==> config.mk <==
export PLATFORM = sky130hd
export DESIGN_NAME = tty_char_writer_flat
export DESIGN_NICKNAME = d
export VERILOG_FILES = /design/src/rtl/tty_char_writer_if.sv /design/src/rtl/tty_char_writer.sv /design/src/flat_wrapper.sv
export SDC_FILE = /design/constraint.sdc
export NUM_CORES = 1
export LEC_CHECK = 0
export CAP_MARGIN = 20
export CORE_UTILIZATION = 40
export CTS_BUF_LIST = sky130_fd_sc_hd__clkbuf_2
export CTS_CLUSTER_SIZE = 20
export DETAILED_ROUTE_END_ITERATION = 16
export HOLD_SLACK_MARGIN = 0.1
export PLACE_DENSITY_LB_ADDON = 0.08
export SLEW_MARGIN = 20
export SYNTH_ARGS = -nofsm -noshare
export SYNTH_HDL_FRONTEND = slang
export SYNTH_SLANG_ARGS = --single-unit
export TNS_END_PERCENT = 100
==> constraint.sdc <==
create_clock -name clk -period 2 [get_ports clk]
set_input_delay 0.2 -clock clk [delete_from_list [all_inputs] [get_ports clk]]
set_output_delay 0.2 -clock clk [all_outputs]
set_load 0.03 [all_outputs]
==> src/rtl/tty_char_writer_if.sv <==
// Byte-stream and character-buffer write-port bundle for tty_char_writer.
// master: byte source side (drives in_valid/in_data, observes everything else).
// slave : the writer itself.
interface tty_char_writer_if #(
  parameter int CHAR_HORZ_W = 4,
  parameter int CHAR_VERT_W = 1
);
  logic                   in_valid;
  logic                   in_ready;
  logic [7:0]             in_data;
  logic [CHAR_HORZ_W-1:0] char_hpos;
  logic [CHAR_VERT_W-1:0] char_vpos;
  logic                   char_write_en;
  logic [7:0]             char_symbol;
  logic                   cursor_valid;
  logic [CHAR_HORZ_W-1:0] cursor_hpos;
  logic [CHAR_VERT_W-1:0] cursor_vpos;

  modport master (
    output in_valid, in_data,
    input  in_ready, char_hpos, char_vpos, char_write_en, char_symbol,
           cursor_valid, cursor_hpos, cursor_vpos
  );

  modport slave (
    input  in_valid, in_data,
    output in_ready, char_hpos, char_vpos, char_write_en, char_symbol,
           cursor_valid, cursor_hpos, cursor_vpos
  );
endinterface

==> src/rtl/tty_char_writer.sv <==
// Terminal front end for the character buffer: accepts ASCII bytes, issues one
// cell write per cycle, tracks the cursor, handles CR/LF/BS/FF and line/screen
// wrap (new line is blanked). Optional tab expansion is enabled by defining
// TTY_CHAR_WRITER_TAB_EN.
module tty_char_writer #(
  parameter int         CHAR_HORZ_CNT = 16,
  parameter int         CHAR_VERT_CNT = 2,
  parameter int         CHAR_HORZ_W   = $clog2(CHAR_HORZ_CNT),
  parameter int         CHAR_VERT_W   = $clog2(CHAR_VERT_CNT),
  parameter int         TAB_WIDTH     = 4,
  parameter logic [7:0] BLANK_CHAR    = 8'h20
) (
  input  logic               clk,
  input  logic               rst_n,
  tty_char_writer_if.slave   bus
);

  localparam logic [CHAR_HORZ_W-1:0] H_LAST   = CHAR_HORZ_W'(CHAR_HORZ_CNT - 1);
  localparam logic [CHAR_VERT_W-1:0] V_LAST   = CHAR_VERT_W'(CHAR_VERT_CNT - 1);
  localparam logic [CHAR_HORZ_W-1:0] TAB_MASK = CHAR_HORZ_W'(TAB_WIDTH - 1);

`ifdef TTY_CHAR_WRITER_TAB_EN
  typedef enum logic [1:0] {IDLE, CLR_LINE, CLR_SCREEN, TAB} state_t;
`else
  typedef enum logic [1:0] {IDLE, CLR_LINE, CLR_SCREEN} state_t;
`endif

  state_t                 state, state_nxt;
  logic [CHAR_HORZ_W-1:0] cur_h, cur_h_nxt;
  logic [CHAR_VERT_W-1:0] cur_v, cur_v_nxt;
  logic [CHAR_HORZ_W-1:0] cnt_h, cnt_h_nxt;
  logic [CHAR_VERT_W-1:0] cnt_v, cnt_v_nxt;
  logic [CHAR_HORZ_W-1:0] wr_h, wr_h_nxt;
  logic [CHAR_VERT_W-1:0] wr_v, wr_v_nxt;
  logic [7:0]             wr_sym, wr_sym_nxt;
  logic                   wr_en, wr_en_nxt;
  logic                   idle_q;

  // Column/row advance with explicit compare at the last index (no overflow wrap).
  function automatic logic [CHAR_HORZ_W-1:0] col_inc(input logic [CHAR_HORZ_W-1:0] c);
    return (c == H_LAST) ? '0 : c + 1'b1;
  endfunction

  function automatic logic [CHAR_VERT_W-1:0] row_inc(input logic [CHAR_VERT_W-1:0] r);
    return (r == V_LAST) ? '0 : r + 1'b1;
  endfunction

  function automatic logic is_tab_stop(input logic [CHAR_HORZ_W-1:0] c);
    return (c & TAB_MASK) == '0;
  endfunction

  function automatic logic is_printable(input logic [7:0] d);
    return (d >= 8'h20) && (d <= 8'h7E);
  endfunction

  // State, cursor, scan counters and registered write-port outputs.
  always_ff @(posedge clk or negedge rst_n) begin
    if (!rst_n) begin
      state  <= CLR_SCREEN;
      cur_h  <= '0;
      cur_v  <= '0;
      cnt_h  <= '0;
      cnt_v  <= '0;
      wr_h   <= '0;
      wr_v   <= '0;
      wr_sym <= '0;
      wr_en  <= 1'b0;
      idle_q <= 1'b0;
    end else begin
      state  <= state_nxt;
      cur_h  <= cur_h_nxt;
      cur_v  <= cur_v_nxt;
      cnt_h  <= cnt_h_nxt;
      cnt_v  <= cnt_v_nxt;
      wr_h   <= wr_h_nxt;
      wr_v   <= wr_v_nxt;
      wr_sym <= wr_sym_nxt;
      wr_en  <= wr_en_nxt;
      idle_q <= (state_nxt == IDLE);
    end
  end

  // Next-state, cursor movement and the cell write for this step.
  always_comb begin
    state_nxt  = state;
    cur_h_nxt  = cur_h;
    cur_v_nxt  = cur_v;
    cnt_h_nxt  = cnt_h;
    cnt_v_nxt  = cnt_v;
    wr_h_nxt   = wr_h;
    wr_v_nxt   = wr_v;
    wr_sym_nxt = wr_sym;
    wr_en_nxt  = 1'b0;
    case (state)
      IDLE: begin
        if (bus.in_valid) begin
          if (is_printable(bus.in_data)) begin
            wr_en_nxt  = 1'b1;
            wr_h_nxt   = cur_h;
            wr_v_nxt   = cur_v;
            wr_sym_nxt = bus.in_data;
            cur_h_nxt  = col_inc(cur_h);
            if (cur_h == H_LAST) begin
              cur_v_nxt = row_inc(cur_v);
              cnt_h_nxt = '0;
              state_nxt = CLR_LINE;
            end
          end else begin
            case (bus.in_data)
              8'h0A: begin
                cur_h_nxt = '0;
                cur_v_nxt = row_inc(cur_v);
                cnt_h_nxt = '0;
                state_nxt = CLR_LINE;
              end
              8'h0D: cur_h_nxt = '0;
              8'h08: if (cur_h != '0) cur_h_nxt = cur_h - 1'b1;
              8'h0C: begin
                cur_h_nxt = '0;
                cur_v_nxt = '0;
                cnt_h_nxt = '0;
                cnt_v_nxt = '0;
                state_nxt = CLR_SCREEN;
              end
`ifdef TTY_CHAR_WRITER_TAB_EN
              8'h09: state_nxt = TAB;
`endif
              default: ;
            endcase
          end
        end
      end
      CLR_LINE: begin
        wr_en_nxt  = 1'b1;
        wr_h_nxt   = cnt_h;
        wr_v_nxt   = cur_v;
        wr_sym_nxt = BLANK_CHAR;
        cnt_h_nxt  = col_inc(cnt_h);
        if (cnt_h == H_LAST) state_nxt = IDLE;
      end
      CLR_SCREEN: begin
        wr_en_nxt  = 1'b1;
        wr_h_nxt   = cnt_h;
        wr_v_nxt   = cnt_v;
        wr_sym_nxt = BLANK_CHAR;
        cnt_h_nxt  = col_inc(cnt_h);
        if (cnt_h == H_LAST) begin
          cnt_v_nxt = row_inc(cnt_v);
          if (cnt_v == V_LAST) begin
            cur_h_nxt = '0;
            cur_v_nxt = '0;
            state_nxt = IDLE;
          end
        end
      end
`ifdef TTY_CHAR_WRITER_TAB_EN
      TAB: begin
        wr_en_nxt  = 1'b1;
        wr_h_nxt   = cur_h;
        wr_v_nxt   = cur_v;
        wr_sym_nxt = BLANK_CHAR;
        cur_h_nxt  = col_inc(cur_h);
        if (cur_h == H_LAST) begin
          cur_v_nxt = row_inc(cur_v);
          cnt_h_nxt = '0;
          state_nxt = CLR_LINE;
        end else if (is_tab_stop(col_inc(cur_h))) begin
          state_nxt = IDLE;
        end
      end
`endif
      default: state_nxt = IDLE;
    endcase
  end

  assign bus.in_ready      = idle_q;
  assign bus.cursor_valid  = idle_q;
  assign bus.cursor_hpos   = cur_h;
  assign bus.cursor_vpos   = cur_v;
  assign bus.char_hpos     = wr_h;
  assign bus.char_vpos     = wr_v;
  assign bus.char_write_en = wr_en;
  assign bus.char_symbol   = wr_sym;

endmodule

==> src/flat_wrapper.sv <==
// flat-port wrapper written by rule: the top's interface ports become plain ports
module tty_char_writer_flat 
#(
  parameter int         CHAR_HORZ_CNT = 16,
  parameter int         CHAR_VERT_CNT = 2,
  parameter int         CHAR_HORZ_W   = $clog2(CHAR_HORZ_CNT),
  parameter int         CHAR_VERT_W   = $clog2(CHAR_VERT_CNT),
  parameter int         TAB_WIDTH     = 4,
  parameter logic [7:0] BLANK_CHAR    = 8'h20
)
  (clk, rst_n, bus_in_valid, bus_in_data, bus_in_ready, bus_char_hpos, bus_char_vpos, bus_char_write_en, bus_char_symbol, bus_cursor_valid, bus_cursor_hpos, bus_cursor_vpos);
  tty_char_writer_if #(.CHAR_HORZ_W(CHAR_HORZ_W), .CHAR_VERT_W(CHAR_VERT_W)) bus_i ();
  input  logic clk;
  input  logic rst_n;
  input wire logic [$bits(bus_i.in_valid)-1:0] bus_in_valid;
  input wire logic [$bits(bus_i.in_data)-1:0] bus_in_data;
  output wire logic [$bits(bus_i.in_ready)-1:0] bus_in_ready;
  output wire logic [$bits(bus_i.char_hpos)-1:0] bus_char_hpos;
  output wire logic [$bits(bus_i.char_vpos)-1:0] bus_char_vpos;
  output wire logic [$bits(bus_i.char_write_en)-1:0] bus_char_write_en;
  output wire logic [$bits(bus_i.char_symbol)-1:0] bus_char_symbol;
  output wire logic [$bits(bus_i.cursor_valid)-1:0] bus_cursor_valid;
  output wire logic [$bits(bus_i.cursor_hpos)-1:0] bus_cursor_hpos;
  output wire logic [$bits(bus_i.cursor_vpos)-1:0] bus_cursor_vpos;
  assign bus_i.in_valid = bus_in_valid;
  assign bus_i.in_data = bus_in_data;
  assign bus_in_ready = bus_i.in_ready;
  assign bus_char_hpos = bus_i.char_hpos;
  assign bus_char_vpos = bus_i.char_vpos;
  assign bus_char_write_en = bus_i.char_write_en;
  assign bus_char_symbol = bus_i.char_symbol;
  assign bus_cursor_valid = bus_i.cursor_valid;
  assign bus_cursor_hpos = bus_i.cursor_hpos;
  assign bus_cursor_vpos = bus_i.cursor_vpos;
  tty_char_writer #(.CHAR_HORZ_CNT(CHAR_HORZ_CNT), .CHAR_VERT_CNT(CHAR_VERT_CNT), .CHAR_HORZ_W(CHAR_HORZ_W), .CHAR_VERT_W(CHAR_VERT_W), .TAB_WIDTH(TAB_WIDTH), .BLANK_CHAR(BLANK_CHAR)) u_core (.clk(clk), .rst_n(rst_n), .bus(bus_i));
endmodule
==> results_dict.tcl <==
set metrics [dict create \
    synth-edff-count 0 \
    p_leak_nw 1.01 \
    path_max_fanout 3 \
    port_buffers 31 \
    path_cells "inv_1 -> ha_1 -> nor4b_1 -> o31a_1 -> o311ai_4 -> buf_4 -> nand3b_1 -> o2bb2ai_1" \
    p_per_area_nw_per_um2 1390 \
    hold_violations 0 \
    drt_iter0_markers 96 \
    grt_overflow 0 \
    reg2reg_slack_ps 100 \
    end_kind "register" \
    synth_top_family_by_area "simple AND/OR/NAND/NOR gates" \
    yosys_warnings 0 \
    r2r_start "u_core.bus.cursor_hpos[0]$_DFFE_PN0P_" \
    antenna_found_initial 0 \
    io_pins 32 \
    clkSinkCount 27 \
    relSlewSlack_pct 72.2 \
    ant_nets 0 \
    setup_tns_ps 0 \
    skew_ps 1.15 \
    synth_cells 191 \
    grt.total_usage_pct 22.3 \
    htreeDepth 1 \
    clkLatencyLatePin_ps 370 \
    dr.pass1.iters 4 \
    place.gp.congestion 0.836 \
    post_cts_buffers 0 \
    yosysUniqueCellTypes 54 \
    critPathLaunchType "register" \
    rr_endpoint "u_core.bus.cursor_hpos[0]$_DFFE_PN0P_" \
    synthTopCellsByArea "dfrtp_1, ha_1, nand3b_1, mux2i_1, inv_1" \
    instances_no_fill 296 \
    grt_setup_unrepaired "no" \
    cts_buffers 3 \
    grt_pass1_vias 1604 \
    holdCritPathClass "in -> async" \
    drc 0 \
    rr_worst_depth 8 \
    setup_viol 0 \
    total_power_w 0.00328 \
    synth_top_area_share_pct 36.6 \
    crit_required_ps 2320 \
    synthesis.area_um2 1780 \
    n_antenna_cell 0 \
    clock-root-buffer "clkbuf_2" \
    via_per_inst 5.43 \
    cp-startpoint "u_core.bus.cursor_hpos[0]$_DFFE_PN0P_" \
    drive_above_1_share_pct 19.5 \
    yosys.area.top_type "dfrtp_1" \
    synth_compound_area_share_pct 22.5 \
    worst_pin_slew_ps 416 \
    route.vias.total 1607 \
    cp.arrival_ps 2220 \
    synth-simple-area-share_pct 22.9 \
    ys_ff_latch 27 \
    dp.cells 292 \
    ys_seq_area_share_pct 38.0 \
    cpPeakStageDelay_ps 430 \
    fmax_mhz 527 \
    design_area_um2 2370 \
    wire_per_inst_um 15.4 \
    clk_path_buf_depth 2 \
    status "complete, no violations" \
    routed_wirelength_um 4550 \
    placed_cell_area_um2 2340 \
    synth_flop_cell "dfrtp_1" \
    syn_nets 210 \
    rows 23 \
    criticalPathCategory "reg -> reg" \
    maxCapViolations 0 \
    min_period_ps 1900 \
    synth_xor_area_share_pct 0.492 \
    path_clk_slew_ps 280 \
    start_util_pct 42.9 \
    hpwl_um 3530 \
    fin_crit_sh_pct 95.0 \
    fp.dieArea_um2 4720 \
    grt_pass1_wl_um 7720 \
    chipWidth_um 68.7 \
    synth-async-reset-ratio_pct 100 \
    die_h_um 68.7 \
    postSynthAreaPerCell_um2 9.32 \
    grt_max_degree 28 \
    synth_fa_ha_area_share_pct 5.63 \
    slowest_stage "dfrtp_2" \
    nets 266 \
    irDropWorstVdd_mv 0.858 \
    synthMuxAreaShare_pct 4.78 \
    slew_viol_final 0 \
    syn2layout_area_growth_pct 33.0 \
    cts_tree "done" \
    hold_buffers 0 \
    core_um2 4140 \
]
[final cells by class]
type / instances / area (um2)
clock buffers: 3 / 15.0
repair buffers: 60 / 541
flip-flops and latches: 27 / 679
fillers: 382 / 1780
well taps: 50 / 62.6
clock inverters: 1 / 5.00
inverters: 16 / 60.1
multi-input cells: 139 / 1000
[kinds of logic after synthesis]
group / count (synthesis)
buffers and inverters: 25
AND/OR/NAND/NOR: 68
XOR/XNOR: 1
multiplexers: 8
AO/OA/AOI/OAI: 54
adder cells (fa/ha/maj): 8
flip-flops: 27
[worst max path at each step]
stage	endpoint
5_1_grt	u_core.bus.cursor_hpos[3]$_DFFE_PN0P_
6_report	u_core.bus.cursor_hpos[0]$_DFFE_PN0P_
2_1_floorplan	u_core.bus.cursor_hpos[1]$_DFFE_PN0P_
3_5_place_dp	u_core.bus.cursor_hpos[1]$_DFFE_PN0P_
3_3_place_gp	u_core.bus.cursor_hpos[1]$_DFFE_PN0P_
4_1_cts	u_core.bus.cursor_hpos[0]$_DFFE_PN0P_
[report_power, final]
| group | internal, W | switching, W | total [W] |
|---|---|---|---|
| Combinational | 0.000943 | 0.00117 | 0.00212 |
| Clock | 0.0000454 | 0.000178 | 0.000223 |
| Sequential | 0.000790 | 0.000153 | 0.000943 |
[layer usage]
layer / GRT usage, % / vias to the layer above / part of all wire (%)
li1: - / 809 / -
met1: 28.7 / 765 / 46
met2: 38.5 / 27 / 50
met3: 2.80 / 6 / 2.4
met4: 7.14 / 0 / 1.2
met5: 0 / - / 0
[critical path, delay by kind of cell, from the launching register on]
family | cells | cell delay, ps
AND/OR/NAND/NOR | 2 | 260
buffers and inverters | 2 | 230
flip-flops | 1 | 430
AO/OA/AOI/OAI | 3 | 730
adder cells (fa/ha/maj) | 1 | 190
[repair_timing]
action	in CTS	in global routing
endpoints found under the setup margin	0	1
gates resized for setup	0	1
hold endpoints to repair	0	0
[per-stage QoR]
stage,util [%],hold WS (ps),setup slack (ps)
floorplan,-,-95.6,2.85
global placement,56.6,489,-117
detailed placement,56.6,505,-151
CTS,57.0,161,103
global route,57.1,157,13.5
finish,57.1,159,101
[synth_stat cells (3+ instances only)]
cell,n
o2bb2ai_1,3
o211ai_1,4
clkbuf_1,5
dfrtp_1,26
inv_1,16
nand3b_1,10
nand4_1,5
a21oi_1,8
nand2b_1,4
ha_1,8
buf_2,3
o21ai_1,10
mux2i_1,7
nand2_1,14
a31oi_1,3
o21a_1,5
nand3_1,8
nor2_1,11
[cell usage in the layout, fill, tap and decap left out, types with 2 or more instances in the layout]
| cell | instances |
|---|---|
| nand3_1 | 8 |
| clkbuf_2 | 3 |
| mux2i_1 | 7 |
| a21oi_1 | 8 |
| o2bb2ai_1 | 3 |
| buf_4 | 28 |
| o21ai_2 | 2 |
| dfrtp_1 | 24 |
| nand3b_1 | 10 |
| o211ai_1 | 4 |
| o221ai_1 | 2 |
| and3_1 | 2 |
| o21ai_1 | 10 |
| nor2b_1 | 2 |
| nor2_1 | 11 |
| dfrtp_2 | 2 |
| nand2b_1 | 4 |
| inv_1 | 16 |
| nand2_1 | 14 |
| o21ai_0 | 2 |
| o21a_1 | 5 |
| ha_1 | 7 |
| nand4_1 | 5 |
| a31oi_1 | 3 |
| clkdlybuf4s50_1 | 31 |
[sequential cells by signal, summed over array words and instances, names as in the netlist]
name,cells
u_core.bus.char_hpos,4
u_core.bus.char_symbol,8
u_core.bus.char_vpos,1
u_core.bus.char_write_en,1
u_core.bus.cursor_hpos,4
u_core.bus.cursor_valid,1
u_core.bus.cursor_vpos,1
u_core.cnt_h,4
u_core.cnt_v,1
u_core.state,2
Power figures use the tool's default switching activity.
